File: src/rtl/rf_bypass_sb_if.sv
// rtl/rf_bypass_sb_if.sv - decode read, writeback write and issue ports of rf_bypass_sb
interface rf_bypass_sb_if #(
    parameter int DATA_W = 16,
    parameter int SEL_W  = 3
);
    logic [SEL_W-1:0]  read1RegSel;
    logic [SEL_W-1:0]  read2RegSel;
    logic [DATA_W-1:0] read1Data;
    logic [DATA_W-1:0] read2Data;
    logic              read1Busy;
    logic              read2Busy;
    logic [SEL_W-1:0]  writeRegSel;
    logic [DATA_W-1:0] writeData;
    logic              writeEn;
    logic              issueEn;
    logic [SEL_W-1:0]  issueRegSel;
    logic              err;

    modport master (
        output read1RegSel, read2RegSel, writeRegSel, writeData, writeEn,
               issueEn, issueRegSel,
        input  read1Data, read2Data, read1Busy, read2Busy, err
    );

    modport slave (
        input  read1RegSel, read2RegSel, writeRegSel, writeData, writeEn,
               issueEn, issueRegSel,
        output read1Data, read2Data, read1Busy, read2Busy, err
    );
endinterface

File: src/rtl/rf_bypass_sb.sv
// rtl/rf_bypass_sb.sv - register file with pending-write scoreboard; RF_BYPASS_EN adds same-cycle write-to-read bypass
module rf_bypass_sb #(
    parameter int DATA_W = 16,
    parameter int NREG   = 8,
    parameter int SEL_W  = 3,
    parameter int CNT_W  = 2
) (
    input  logic              clk,
    input  logic              rst,
    rf_bypass_sb_if.slave     bus
);
    localparam logic [CNT_W-1:0] CNT_MAX = '1;
    localparam logic [CNT_W-1:0] CNT_ONE = CNT_W'(1);

    logic [DATA_W-1:0] regs [NREG];
    logic [CNT_W-1:0]  cnt  [NREG];
    logic              err_q;
    logic              err_set;
    logic [NREG-1:0]   issue_hit;
    logic [NREG-1:0]   wr_hit;

    // Issue and writeback to the same register cancel, so only the unpaired
    // side of each register can over- or underflow its counter.
    always_comb begin
        err_set   = 1'b0;
        issue_hit = '0;
        wr_hit    = '0;
        for (int r = 0; r < NREG; r++) begin
            issue_hit[r] = bus.issueEn && (bus.issueRegSel == SEL_W'(r));
            wr_hit[r]    = bus.writeEn && (bus.writeRegSel == SEL_W'(r));
            if (issue_hit[r] && !wr_hit[r] && (cnt[r] == CNT_MAX))
                err_set = 1'b1;
            if (wr_hit[r] && !issue_hit[r] && (cnt[r] == '0))
                err_set = 1'b1;
        end
    end

    always_ff @(posedge clk or posedge rst) begin
        if (rst) begin
            for (int r = 0; r < NREG; r++) begin
                regs[r] <= '0;
                cnt[r]  <= '0;
            end
            err_q <= 1'b0;
        end else begin
            if (bus.writeEn)
                regs[bus.writeRegSel] <= bus.writeData;
            for (int r = 0; r < NREG; r++) begin
                if (issue_hit[r] && !wr_hit[r] && (cnt[r] != CNT_MAX))
                    cnt[r] <= cnt[r] + CNT_ONE;
                else if (wr_hit[r] && !issue_hit[r] && (cnt[r] != '0))
                    cnt[r] <= cnt[r] - CNT_ONE;
            end
            if (err_set)
                err_q <= 1'b1;
        end
    end

    always_comb begin
        bus.read1Data = regs[bus.read1RegSel];
        bus.read2Data = regs[bus.read2RegSel];
        bus.read1Busy = (cnt[bus.read1RegSel] != '0);
        bus.read2Busy = (cnt[bus.read2RegSel] != '0);
`ifdef RF_BYPASS_EN
        // The last outstanding producer retiring this cycle frees the register now.
        if (wr_hit[bus.read1RegSel]) begin
            bus.read1Data = bus.writeData;
            if ((cnt[bus.read1RegSel] == CNT_ONE) && !issue_hit[bus.read1RegSel])
                bus.read1Busy = 1'b0;
        end
        if (wr_hit[bus.read2RegSel]) begin
            bus.read2Data = bus.writeData;
            if ((cnt[bus.read2RegSel] == CNT_ONE) && !issue_hit[bus.read2RegSel])
                bus.read2Busy = 1'b0;
        end
`endif
        bus.err = err_q;
    end
endmodule

File: src/flat_wrapper.sv
// flat-port wrapper written by rule: the top's interface ports become plain ports
module rf_bypass_sb_flat 
#(
    parameter int DATA_W = 16,
    parameter int NREG   = 8,
    parameter int SEL_W  = 3,
    parameter int CNT_W  = 2
)
  (clk, rst, bus_read1RegSel, bus_read2RegSel, bus_writeRegSel, bus_writeData, bus_writeEn, bus_issueEn, bus_issueRegSel, bus_read1Data, bus_read2Data, bus_read1Busy, bus_read2Busy, bus_err);
  rf_bypass_sb_if #(.DATA_W(DATA_W), .SEL_W(SEL_W)) bus_i ();
  input  logic clk;
  input  logic rst;
  input wire logic [$bits(bus_i.read1RegSel)-1:0] bus_read1RegSel;
  input wire logic [$bits(bus_i.read2RegSel)-1:0] bus_read2RegSel;
  input wire logic [$bits(bus_i.writeRegSel)-1:0] bus_writeRegSel;
  input wire logic [$bits(bus_i.writeData)-1:0] bus_writeData;
  input wire logic [$bits(bus_i.writeEn)-1:0] bus_writeEn;
  input wire logic [$bits(bus_i.issueEn)-1:0] bus_issueEn;
  input wire logic [$bits(bus_i.issueRegSel)-1:0] bus_issueRegSel;
  output wire logic [$bits(bus_i.read1Data)-1:0] bus_read1Data;
  output wire logic [$bits(bus_i.read2Data)-1:0] bus_read2Data;
  output wire logic [$bits(bus_i.read1Busy)-1:0] bus_read1Busy;
  output wire logic [$bits(bus_i.read2Busy)-1:0] bus_read2Busy;
  output wire logic [$bits(bus_i.err)-1:0] bus_err;
  assign bus_i.read1RegSel = bus_read1RegSel;
  assign bus_i.read2RegSel = bus_read2RegSel;
  assign bus_i.writeRegSel = bus_writeRegSel;
  assign bus_i.writeData = bus_writeData;
  assign bus_i.writeEn = bus_writeEn;
  assign bus_i.issueEn = bus_issueEn;
  assign bus_i.issueRegSel = bus_issueRegSel;
  assign bus_read1Data = bus_i.read1Data;
  assign bus_read2Data = bus_i.read2Data;
  assign bus_read1Busy = bus_i.read1Busy;
  assign bus_read2Busy = bus_i.read2Busy;
  assign bus_err = bus_i.err;
  rf_bypass_sb #(.DATA_W(DATA_W), .NREG(NREG), .SEL_W(SEL_W), .CNT_W(CNT_W)) u_core (.clk(clk), .rst(rst), .bus(bus_i));
endmodule
File: config.mk
export PLATFORM = sky130hd
export DESIGN_NAME = rf_bypass_sb_flat
export DESIGN_NICKNAME = d
export VERILOG_FILES = /design/src/rtl/rf_bypass_sb_if.sv /design/src/rtl/rf_bypass_sb.sv /design/src/flat_wrapper.sv
export SDC_FILE = /design/constraint.sdc
export NUM_CORES = 1
export LEC_CHECK = 0
export BUFFER_PORTS_ARGS = -buffer_cell sky130_fd_sc_hd__buf_2
export CAP_MARGIN = 10
export CORE_MARGIN = 8
export CORE_UTILIZATION = 35
export DETAILED_ROUTE_END_ITERATION = 6
export PLACE_DENSITY = 0.61
export SLEW_MARGIN = 20
export SYNTH_ARGS = -nofsm -noshare
export SYNTH_HDL_FRONTEND = slang
export SYNTH_SLANG_ARGS = --single-unit
File: constraint.sdc
create_clock -name clk -period 7.6 [get_ports clk]
set_input_delay 0.76 -clock clk [delete_from_list [all_inputs] [get_ports clk]]
set_output_delay 0.76 -clock clk [all_outputs]
set_load 0.01 [all_outputs]
==> impl_metrics.csv, run 1 <==
group,metric,value,unit
clock_tree,cts.sinks,145,
setup_path,cp_cell_sequence,"buf_2 > mux4_2 > mux2_2 > buf_2",
sta,slew_headroom,30.4,%
synth,synth_top_family_by_area,"multiplexers",
synth,synth_compound_area_share,3.27,%
setup_path,critical_path_depth,4,
route,wl_met2,10500,um
route,detail_route.iter0.violations,296,
synth,syn-num-nets,608,
global_route,antenna_found_initial,1,
setup_path,worstReg2RegStart,"u_core.cnt[9]",
synth,yosys_warnings,0,
route,viasPerCell,5.66,
cells_and_area,area_delta_synth_final,16.1,%
synth,synth_cell_types,36,
global_route,grt_pass1_wl,33800,um
clock_tree,cts_resized,0,
setup_path,path_common_cell,"buf_2",
sta,fmax,0.300,GHz
pwr,power_leakage,3.81,nW
floorplanning,start_util,35.8,%
setup_path,r2r_cells,4,
setup_path,max_stage_delay,0.78,ns
status,status,"finished, final reports clean",
pwr,power_frac_clock,34.5,%
placement,hpwl,12900,um
clock_tree,cts_root_buffer,"clkbuf_16",
clock_tree,hold_buffers,0,
route,routed.top_layer,"met5",
synth,yosysTopAreaCellShare,46.3,%
floorplanning,coreArea,21900,um2
setup_path,crit_fanout,35,
sta,worst_pin_slew,1.04,ns
synth,syn_area,7840,um2
route,vias,5236,
synth,synthMuxAreaShare,39.6,%
clock_tree,numCtsBuffers,17,
clock_tree,cts_tree,"built",
sta,grt_setup_unrepaired,"false",
synth,synth_xor_area_share,0,%
floorplanning,rows,54,
setup_path,required,6.84,ns
route,route.met3.wl,1160,um
route,wl,20400,um
floorplanning,die_area,27500,um2
cells_and_area,antennaDiodeCount,0,
setup_path,crit_arrival,2.58,ns
clock_tree,cts_setup_buffers,0,
floorplanning,num_io_pins,67,
synth,synth-seq-cells,145,
pwr,p_comb_share,23.1,%
setup_path,ff2ff_setup_slack,5.99,ns
pwr,p_total,0.00256,W
pwr,power.density,281,nW/um2
sta,finalHoldViolCount,0,
synth,postSynthCellCount,576,
sta,post-route-period-util,43.9,%
setup_path,path_buf_inv,2,
setup_path,cp-start-kind,"input port",
global_route,grt_start_max_net_pins,83,
global_route,grt_pass1_vias,5883,
setup_path,timing.rr.end,"u_core.bus.err",
synth,syn_area_per_cell,13.6,um2
min_path,hp-class,"in -> async",
clock_tree,path_clk_slew,0.06,ns
route,drtAntennaViolNets,0,
synth,synthSimpleGateAreaFrac,8.36,%
floorplanning,die_width,166,um
sta,tns,0,ns
floorplanning,die_h,166,um
pwr,seqPwrFrac,42.4,%
setup_path,crit_slowest_cell,"buf_2",
setup_path,end_kind,"output port",
global_route,grt_use_total,15.5,%
sta,skew,0.00303,ns
clock_tree,htree_levels,4,
placement,portBuffers,66,
cells_and_area,fin_nets,664,
sta,setup_viol,0,
pwr,p_sw_share,28.1,%
setup_path,startpoint,"bus_read2RegSel[1]",
global_route,grt_overflow_total,0,
setup_path,path_delay_family,"buffers and inverters",
synth,synthAdderAreaFrac,0,%
synth,yosys.area.top_type,"dfrtp_1",
sta,slew_violations,0,
synth,ys_seq_area_share,46.3,%
pwr,vdd_drop_max,0.151,mV
pwr,p_sw,0.000719,W
clock_tree,clk_path_buf_depth,2,
pwr,intPower,0.00184,W
setup_path,critical_path_class,"in -> out",
route,wirelength_met1,8630,um
cells_and_area,drive_gt1_share,50.1,%
synth,ys_top_cells_by_area,"dfrtp_1, mux2_2, mux4_2",
placement,place_congestion,0.743,
route,dr.pass1.iters,4,
clock_tree,clock_latency,0.42,ns
route,remaining_drc_errors,0,
job,maxCapViolations,0,
sta,layout_min_cycle_time,3.34,ns
route,detail_route.wl_per_cell,22.1,um
[cell type report]
cell class,instances,area [um2]
fillers,2085,12800
well taps,280,350
flip-flops and latches,145,3630
multi-input cells,384,4070
clock buffers,19,433
inverters,8,35.0
clock inverters,13,186
repair buffers,76,405
[cell families after synthesis]
logic type | count (synthesis)
muxes | 210
buffers and inverters | 47
DFF | 145
and+or+nand+nor | 130
AOI/OAI and AO/OA | 44
[cell usage after synthesis (all sizes together)]
master   count
o311ai       1
nand4bb      2
o211ai       1
a211oi       5
o21ai       14
and4         1
and4b        1
nor4bb       4
or4          2
nand2b       6
and2         1
nor2b        2
nand4        3
nand3        9
nand4b       5
a21oi       17
or2          2
or3          2
nand2       64
o22ai        3
clkbuf      22
a32oi        1
inv          8
buf         17
o32ai        1
mux2       144
nor3         5
mux4        66
or4b         1
o221a        1
nor2        19
dfrtp      145
nor4b        1
[worst max path at each step]
| stage | endpoint | slack, ns |
|---|---|---|
| 3_5_place_dp | bus_read1Data[14] | 4.26 |
| 4_1_cts | bus_read1Data[14] | 4.26 |
| 5_1_grt | bus_read1Data[14] | 4.20 |
| 6_report | bus_read2Data[13] | 4.26 |
| 2_1_floorplan | u_core.bus.err | 2.95 |
| 3_3_place_gp | bus_read2Data[14] | 4.29 |
[layer usage]
layer / vias to the layer above / track usage (%)
li1: 2303 / -
met1: 2773 / 19.3
met2: 136 / 26.1
met5: - / 0
met4: 2 / 4.43
met3: 22 / 4.16
[layout by cell type, fill, tap and decap left out, drive strengths merged, types with 4 or more instances in the layout]
| cell | n |
|---|---|
| mux2 | 144 |
| o21ai | 14 |
| nand2 | 64 |
| bufinv | 4 |
| nand4b | 5 |
| clkinv | 4 |
| mux4 | 66 |
| nand2b | 6 |
| buf | 76 |
| inv | 9 |
| nor4bb | 4 |
| nor2 | 19 |
| clkinvlp | 4 |
| clkbuf | 19 |
| nand3 | 9 |
| a21oi | 17 |
| dfrtp | 145 |
| nor3 | 5 |
| a211oi | 5 |
[stage by stage]
step / cell area [um2] / utilization [%] / setup slack (ns) / cells / hold slack (ns)
after global routing: 9100 / 41.6 / 4.20 / 925 / 0.521
after global placement: 8480 / 38.8 / 4.29 / 893 / 0.469
final: 9100 / 41.6 / 4.26 / 925 / 0.467
after detailed placement: 8480 / 38.8 / 4.26 / 893 / 0.487
after floorplan: 7840 / - / 2.95 / 576 / 0.457
after CTS: 9100 / 41.6 / 4.26 / 925 / 0.502
[registers in the layout (all words and copies together) (netlist names)]
register,flops
u_core.regs,128
u_core.cnt,16
u_core.bus.err,1
[power groups by stage]
stage / registers (W) / logic [W] / clock network (W)
finish: 0.00109 / 0.000592 / 0.000884
global route: 0.00111 / 0.000650 / 0.000933
CTS: 0.00108 / 0.000604 / 0.000900
detailed placement: 0.00110 / 0.000600 / 0
global placement: 0.00107 / 0.000578 / 0
floorplan: 0.00104 / 0.000447 / 0
Note: power is estimated with default switching activity, not from simulation.
==> run 2: changes to the inputs <==
--- a/config.mk
+++ b/config.mk
@@ -5,12 +5,13 @@
 export SDC_FILE = /design/constraint.sdc
 export NUM_CORES = 1
 export LEC_CHECK = 0
+export ABC_AREA = 1
 export BUFFER_PORTS_ARGS = -buffer_cell sky130_fd_sc_hd__buf_2
 export CAP_MARGIN = 10
 export CORE_MARGIN = 8
 export CORE_UTILIZATION = 35
 export DETAILED_ROUTE_END_ITERATION = 6
-export PLACE_DENSITY = 0.61
+export PLACE_DENSITY = 0.6
 export SLEW_MARGIN = 20
 export SYNTH_ARGS = -nofsm -noshare
 export SYNTH_HDL_FRONTEND = slang
==> constraint.sdc (replaced) <==
create_clock -name clk -period 3.4 [get_ports clk]
set_input_delay 0.34 -clock clk [delete_from_list [all_inputs] [get_ports clk]]
set_output_delay 0.34 -clock clk [all_outputs]
set_load 0.01 [all_outputs]
==> impl_metrics.csv, run 2 <==
group,metric,value,unit
global_route,grt_start_max_net_pins,79,
cells_and_area,fillerInstances,2315,
setup_path,max_stage_delay,0.70,ns
sta,fin_ws,0.837,ns
synth,syn_area_per_cell,7.30,um2
floorplanning,die_h,167,um
cells_and_area,area_delta_synth_final,14.1,%
clock_tree,cts_setup_buffers,0,
cells_and_area,fin_nets,1149,
sta,fmax,0.390,GHz
clock_tree,cts.sinks,145,
placement,place_ws,0.913,ns
setup_path,critical_path_class,"in -> out",
placement,place_congestion,0.819,
cells_and_area,layout_commonest_cell,"o21ai_0",
synth,ys.flop_type,"dfrtp_1",
clock_tree,htree_levels,4,
pwr,p_sw_share,33.0,%
setup_path,cp-start-kind,"input port",
route,drtAntennaViolNets,0,
floorplanning,num_io_pins,67,
global_route,grt_pass1_vias,7249,
clock_tree,cts_resized,0,
synth,synth-edff-count,0,
clock_tree,clk_path_buf_depth,2,
min_path,hp-class,"in -> async",
synth,yosys.area.top_type,"dfrtp_1",
sta,post-route-period-util,75.4,%
pwr,power_leakage,4.19,nW
setup_path,crit_fanout,21,
cells_and_area,drive_gt1_share,10.4,%
synth,yosysMostFrequentCell,"o21ai_0",
synth,async_flop_share,100,%
setup_path,path_buf_inv,3,
synth,yosys_warnings,0,
sta,grt_setup_unrepaired,"false",
sta,tns,0,ns
synth,ys_seq_area_share,45.7,%
job,maxCapViolations,0,
global_route,grt_pass1_wl,39200,um
clock_tree,path_clk_slew,0.07,ns
sta,slew_violations,0,
cells_and_area,antennaDiodeCount,0,
pwr,power.density,613,nW/um2
placement,hpwl,15300,um
cells_and_area,final_cell_mix,"o21ai_0, nand2_1, dfrtp_1, inv_1, a21oi_1",
route,dr.pass1.iters,5,
sta,layout_min_cycle_time,2.56,ns
global_route,antenna_found_initial,0,
clock_tree,clock_latency,0.42,ns
cells_and_area,max_flop_register,"u_core.regs",
route,viasPerCell,5.30,
pwr,vdd_drop_max,0.343,mV
setup_path,crit_slowest_cell,"clkinv_1",
pwr,power_frac_clock,35.1,%
setup_path,end_kind,"output port",
placement,portBuffers,66,
global_route,grt_use_total,17.6,%
floorplanning,rows,55,
synth,syn_area,7940,um2
setup_path,cp_cell_sequence,"buf_2 > clkinv_1 > a21oi_1 > o21ai_0 > nand3_1 > o21ai_0 > buf_2",
pwr,intPower,0.00372,W
floorplanning,die_area,27800,um2
pwr,p_sw,0.00183,W
global_route,grt_overflow_total,0,
synth,synth-seq-cells,145,
pwr,seqPwrFrac,43.1,%
synth,ys_top_cells_by_area,"dfrtp_1, o21ai_0, nand2_1",
synth,postSynthCellCount,1088,
route,detail_route.wl_per_cell,17.1,um
pwr,p_comb_share,21.8,%
sta,worst_pin_slew,0.906,ns
route,remaining_drc_errors,0,
floorplanning,coreArea,22400,um2
clock_tree,hold_buffers,0,
setup_path,required,3.06,ns
sta,slew_headroom,39.6,%
setup_path,r2r_cells,3,
synth,synth_common_cells,"o21ai_0, nand2_1, dfrtp_1",
route,detail_route.iter0.violations,674,
clock_tree,cts_root_buffer,"clkbuf_16",
sta,finalHoldViolCount,0,
synth,yosysTopAreaCellShare,45.7,%
sta,setup_viol,0,
synth,syn-num-nets,1120,
setup_path,path_delay_family,"buffers and inverters",
setup_path,crit_arrival,2.22,ns
route,wl,24200,um
clock_tree,numCtsBuffers,17,
floorplanning,start_util,35.4,%
cells_and_area,largest_register_ffs,128,
floorplanning,die_width,167,um
clock_tree,cts_tree,"built",
status,status,"finished, final reports clean",
synth,synth_cell_types,25,
setup_path,critical_path_depth,7,
sta,skew,0.00338,ns
route,vias,7497,
[run 2: area by class of cell]
| cell class | count | area [um2] | share of cell area, % |
|---|---|---|---|
| multi-input cells | 775 | 3650 | 40.2 |
| flip-flops and latches | 145 | 3630 | 40.0 |
| repair buffers | 82 | 467 | 5.15 |
| clock buffers | 19 | 443 | 4.89 |
| inverters | 96 | 364 | 4.02 |
| well taps | 285 | 357 | 3.93 |
| clock inverters | 12 | 159 | 1.75 |
[run 2: power by group through the flow]
stage	combinational, W	clock (W)	sequential, W
floorplan	0.000874	0	0.00234
global placement	0.00119	0	0.00240
detailed placement	0.00121	0	0.00241
CTS	0.00122	0.00197	0.00239
global route	0.00140	0.00203	0.00244
finish	0.00121	0.00195	0.00239
[run 2: worst register-to-register path, stage by stage (launching register included)]
cell     delay (ns)
dfrtp_1        0.41
nor2_1         0.32
o21ai_0        0.20
xor2_1         0.17
[run 2: per-layer routing]
| layer | share of wire (%) | up-vias | global-route usage (%) |
|---|---|---|---|
| met5 | 0 | - | 0 |
| met4 | 1.0 | 0 | 4.35 |
| met3 | 6.5 | 20 | 3.78 |
| met2 | 45 | 277 | 27.8 |
| met1 | 47 | 3505 | 24.0 |
| li1 | - | 3695 | - |
[run 2: worst paths after layout]
check | from | end | slack, ns
setup reg to reg | u_core.cnt[8] | u_core.cnt[8] | 2.18
hold / removal | rst | u_core.regs[97] | 0.13
hold reg to reg | u_core.regs[38] | u_core.regs[38] | 0.48
setup / recovery | bus_read2RegSel[1] | bus_read2Busy | 0.84
min in group clk | bus_writeData[7] | u_core.regs[71] | 0.13
max in group asynchronous | rst | u_core.cnt[2] | 2.56
[run 2: cells by family (layout without fill, tap and decap cells)]
logic type,Yosys count,count (layout),synth area share [%]
AND/OR/NAND/NOR,343,343,16.7
AO/OA/AOI/OAI,424,424,28.4
XOR/XNOR,8,8,0.882
buffers and inverters,168,209,8.43
flip-flops,145,145,45.7
[run 2: per-stage QoR]
stage	std cells	power, W	hold slack (ns)	utilization, %	instance area, um2
5_1_grt	1414	0.00588	0.126	40.4	9060
3_5_place_dp	1383	0.00362	0.473	37.7	8460
6_report	1414	0.00555	0.127	40.4	9060
2_1_floorplan	1088	0.00322	0.453	-	7950
4_1_cts	1414	0.00558	0.122	40.4	9060
3_3_place_gp	1383	0.00359	0.467	37.7	8460
==> run 3: changes to the inputs <==
==> constraint.sdc (replaced) <==
create_clock -name clk -period 2.6 [get_ports clk]
set_input_delay 0.26 -clock clk [delete_from_list [all_inputs] [get_ports clk]]
set_output_delay 0.26 -clock clk [all_outputs]
set_load 0.01 [all_outputs]
==> impl_metrics.csv, run 3 (synthesis gave the netlist of run 2 again) <==
group,metric,value,unit
route,wl,24400,um
floorplanning,die_h,167,um
cells_and_area,final_cell_mix,"o21ai_0, nand2_1, dfrtp_1, inv_1, a21oi_1",
clock_tree,numCtsBuffers,17,
route,dr.pass1.iters,6,
setup_path,r2r_cells,8,
floorplanning,coreArea,22400,um2
setup_path,timing.rr.end,"u_core.bus.err",
cells_and_area,area_delta_synth_final,16.0,%
cells_and_area,largest_register_ffs,128,
floorplanning,rows,55,
cells_and_area,max_flop_register,"u_core.regs",
pwr,vdd_drop_max,0.420,mV
route,detail_route.iter0.violations,773,
sta,skew,0.00312,ns
clock_tree,cts_tree,"built",
floorplanning,die_width,167,um
global_route,grt_use_total,17.8,%
clock_tree,cts.sinks,145,
placement,place_congestion,0.810,
sta,setup_viol,0,
setup_path,end_kind,"output port",
placement,hpwl,15300,um
setup_path,cp-start-kind,"flip-flop",
clock_tree,cts_root_buffer,"clkbuf_16",
setup_path,crit_arrival,1.80,ns
pwr,intPower,0.00496,W
pwr,p_sw_share,32.5,%
clock_tree,htree_levels,4,
cells_and_area,fin_nets,1157,
setup_path,crit_fanout,4,
pwr,power_leakage,4.26,nW
floorplanning,start_util,35.4,%
clock_tree,clock_latency,0.42,ns
sta,slew_violations,0,
min_path,min_path_cells,3,
route,vias,7604,
sta,grt_setup_unrepaired,"false",
floorplanning,num_io_pins,67,
floorplanning,die_area,27800,um2
pwr,seqPwrFrac,42.6,%
route,detail_route.wl_per_cell,17.1,um
sta,post-route-period-util,79.2,%
sta,fmax,0.486,GHz
route,drtAntennaViolNets,0,
pwr,power_frac_clock,35.6,%
cells_and_area,antennaDiodeCount,0,
clock_tree,clk_path_buf_depth,2,
sta,tns,0,ns
global_route,grt_pass1_wl,39800,um
route,viasPerCell,5.34,
sta,fin_ws,0.541,ns
setup_path,required,2.34,ns
setup_path,critical_path_class,"reg -> out",
clock_tree,path_clk_slew,0.06,ns
route,remaining_drc_errors,0,
cells_and_area,layout_commonest_cell,"o21ai_0",
global_route,antenna_found_initial,0,
setup_path,worstReg2RegStart,"u_core.cnt[12]",
cells_and_area,finish.utilization,41.1,%
min_path,hp-class,"in -> reg",
sta,worst_pin_slew,0.647,ns
pwr,p_sw,0.00239,W
sta,slew_headroom,56.8,%
placement,portBuffers,66,
global_route,grt_pass1_vias,7325,
sta,finalHoldViolCount,0,
pwr,power.density,797,nW/um2
cells_and_area,fillerInstances,2340,
cells_and_area,drive_gt1_share,11.0,%
min_path,holdCritStartpoint,"bus_writeData[10]",
placement,place_ws,0.658,ns
global_route,grt_start_max_net_pins,88,
sta,layout_min_cycle_time,2.06,ns
setup_path,ff2ff_setup_slack,1.41,ns
status,status,"finished, final reports clean",
min_path,min_to,"u_core.regs[74]",
global_route,grt_overflow_total,0,
pwr,p_comb_share,21.8,%
job,maxCapViolations,0,
run 3: changes by cell type in the layout (fill, tap and decap cells not counted):
cell	previous run	this run
bufinv_16	3	4
buf_6	1	0
clkinvlp_4	3	4
clkbuf_8	1	0
dlygate4sd3_1	0	1
buf_12	1	7
clkbuf_1	1	2
clkinv_2	2	3
buf_4	14	16
inv_1	92	91
inv_2	1	2
clkinv_4	3	1
run 3: metal layers:
metal / routed length, um / GRT usage, % / vias to the layer above
met5: 0 / 0 / -
met4: 209 / 4.07 / 0
met3: 1920 / 4.47 / 15
met2: 10800 / 27.5 / 269
met1: 11400 / 24.6 / 3598
li1: - / - / 3722
run 3: per-stage QoR:
| stage | power [W] | std cells | hold slack [ns] | cell area (um2) |
|---|---|---|---|---|
| global route | 0.00781 | 1423 | 0.0523 | 9210 |
| finish | 0.00735 | 1423 | 0.0519 | 9210 |
| global placement | 0.00471 | 1390 | 0.410 | 8590 |
| floorplan | 0.00420 | 1088 | 0.381 | 7950 |
| CTS | 0.00739 | 1423 | 0.0398 | 9210 |
| detailed placement | 0.00476 | 1390 | 0.417 | 8590 |
run 3: worst max path at each step:
stage / start / to / slack, ns / depth (start not counted)
finish: u_core.cnt[1] / bus_read2Busy / 0.54 / 7
global route: u_core.cnt[1] / bus_read1Busy / 0.35 / 7
detailed placement: bus_read1RegSel[0] / bus_read1Data[15] / 0.66 / 8
CTS: u_core.cnt[1] / bus_read2Busy / 0.53 / 7
floorplan: rst / u_core.bus.err / 0.52 / 1
global placement: bus_read1RegSel[0] / bus_read1Data[15] / 0.67 / 8
run 3: area by class of cell:
type | count | area, um2 | share of cell area, %
repair buffers | 90 | 601 | 6.52
inverters | 96 | 364 | 3.95
clock buffers | 19 | 433 | 4.70
clock inverters | 13 | 184 | 2.00
well taps | 285 | 357 | 3.87
multi-input cells | 775 | 3650 | 39.6
flip-flops and latches | 145 | 3630 | 39.4
run 3: critical path: stages (launching register included):
cell and delay [ns]:
dfrtp_1 0.40, nor2_1 0.23, inv_1 0.10, a21oi_1 0.12
o21ai_0 0.11, nand3_1 0.10, o21ai_0 0.14, buf_2 0.18
run 3: power groups by stage:
stage / Sequential, W / Combinational (W) / Clock (W)
4_1_cts: 0.00312 / 0.00161 / 0.00266
3_5_place_dp: 0.00315 / 0.00160 / 0
2_1_floorplan: 0.00306 / 0.00114 / 0
6_report: 0.00313 / 0.00160 / 0.00262
3_3_place_gp: 0.00314 / 0.00157 / 0
5_1_grt: 0.00319 / 0.00186 / 0.00276
run 3: timing repair:
item,in CTS,in global routing
endpoints found under the hold margin,59,0
hold buffers,1,0
buffers inserted,0,0
resized for setup,0,0
endpoints found under the setup margin,0,0
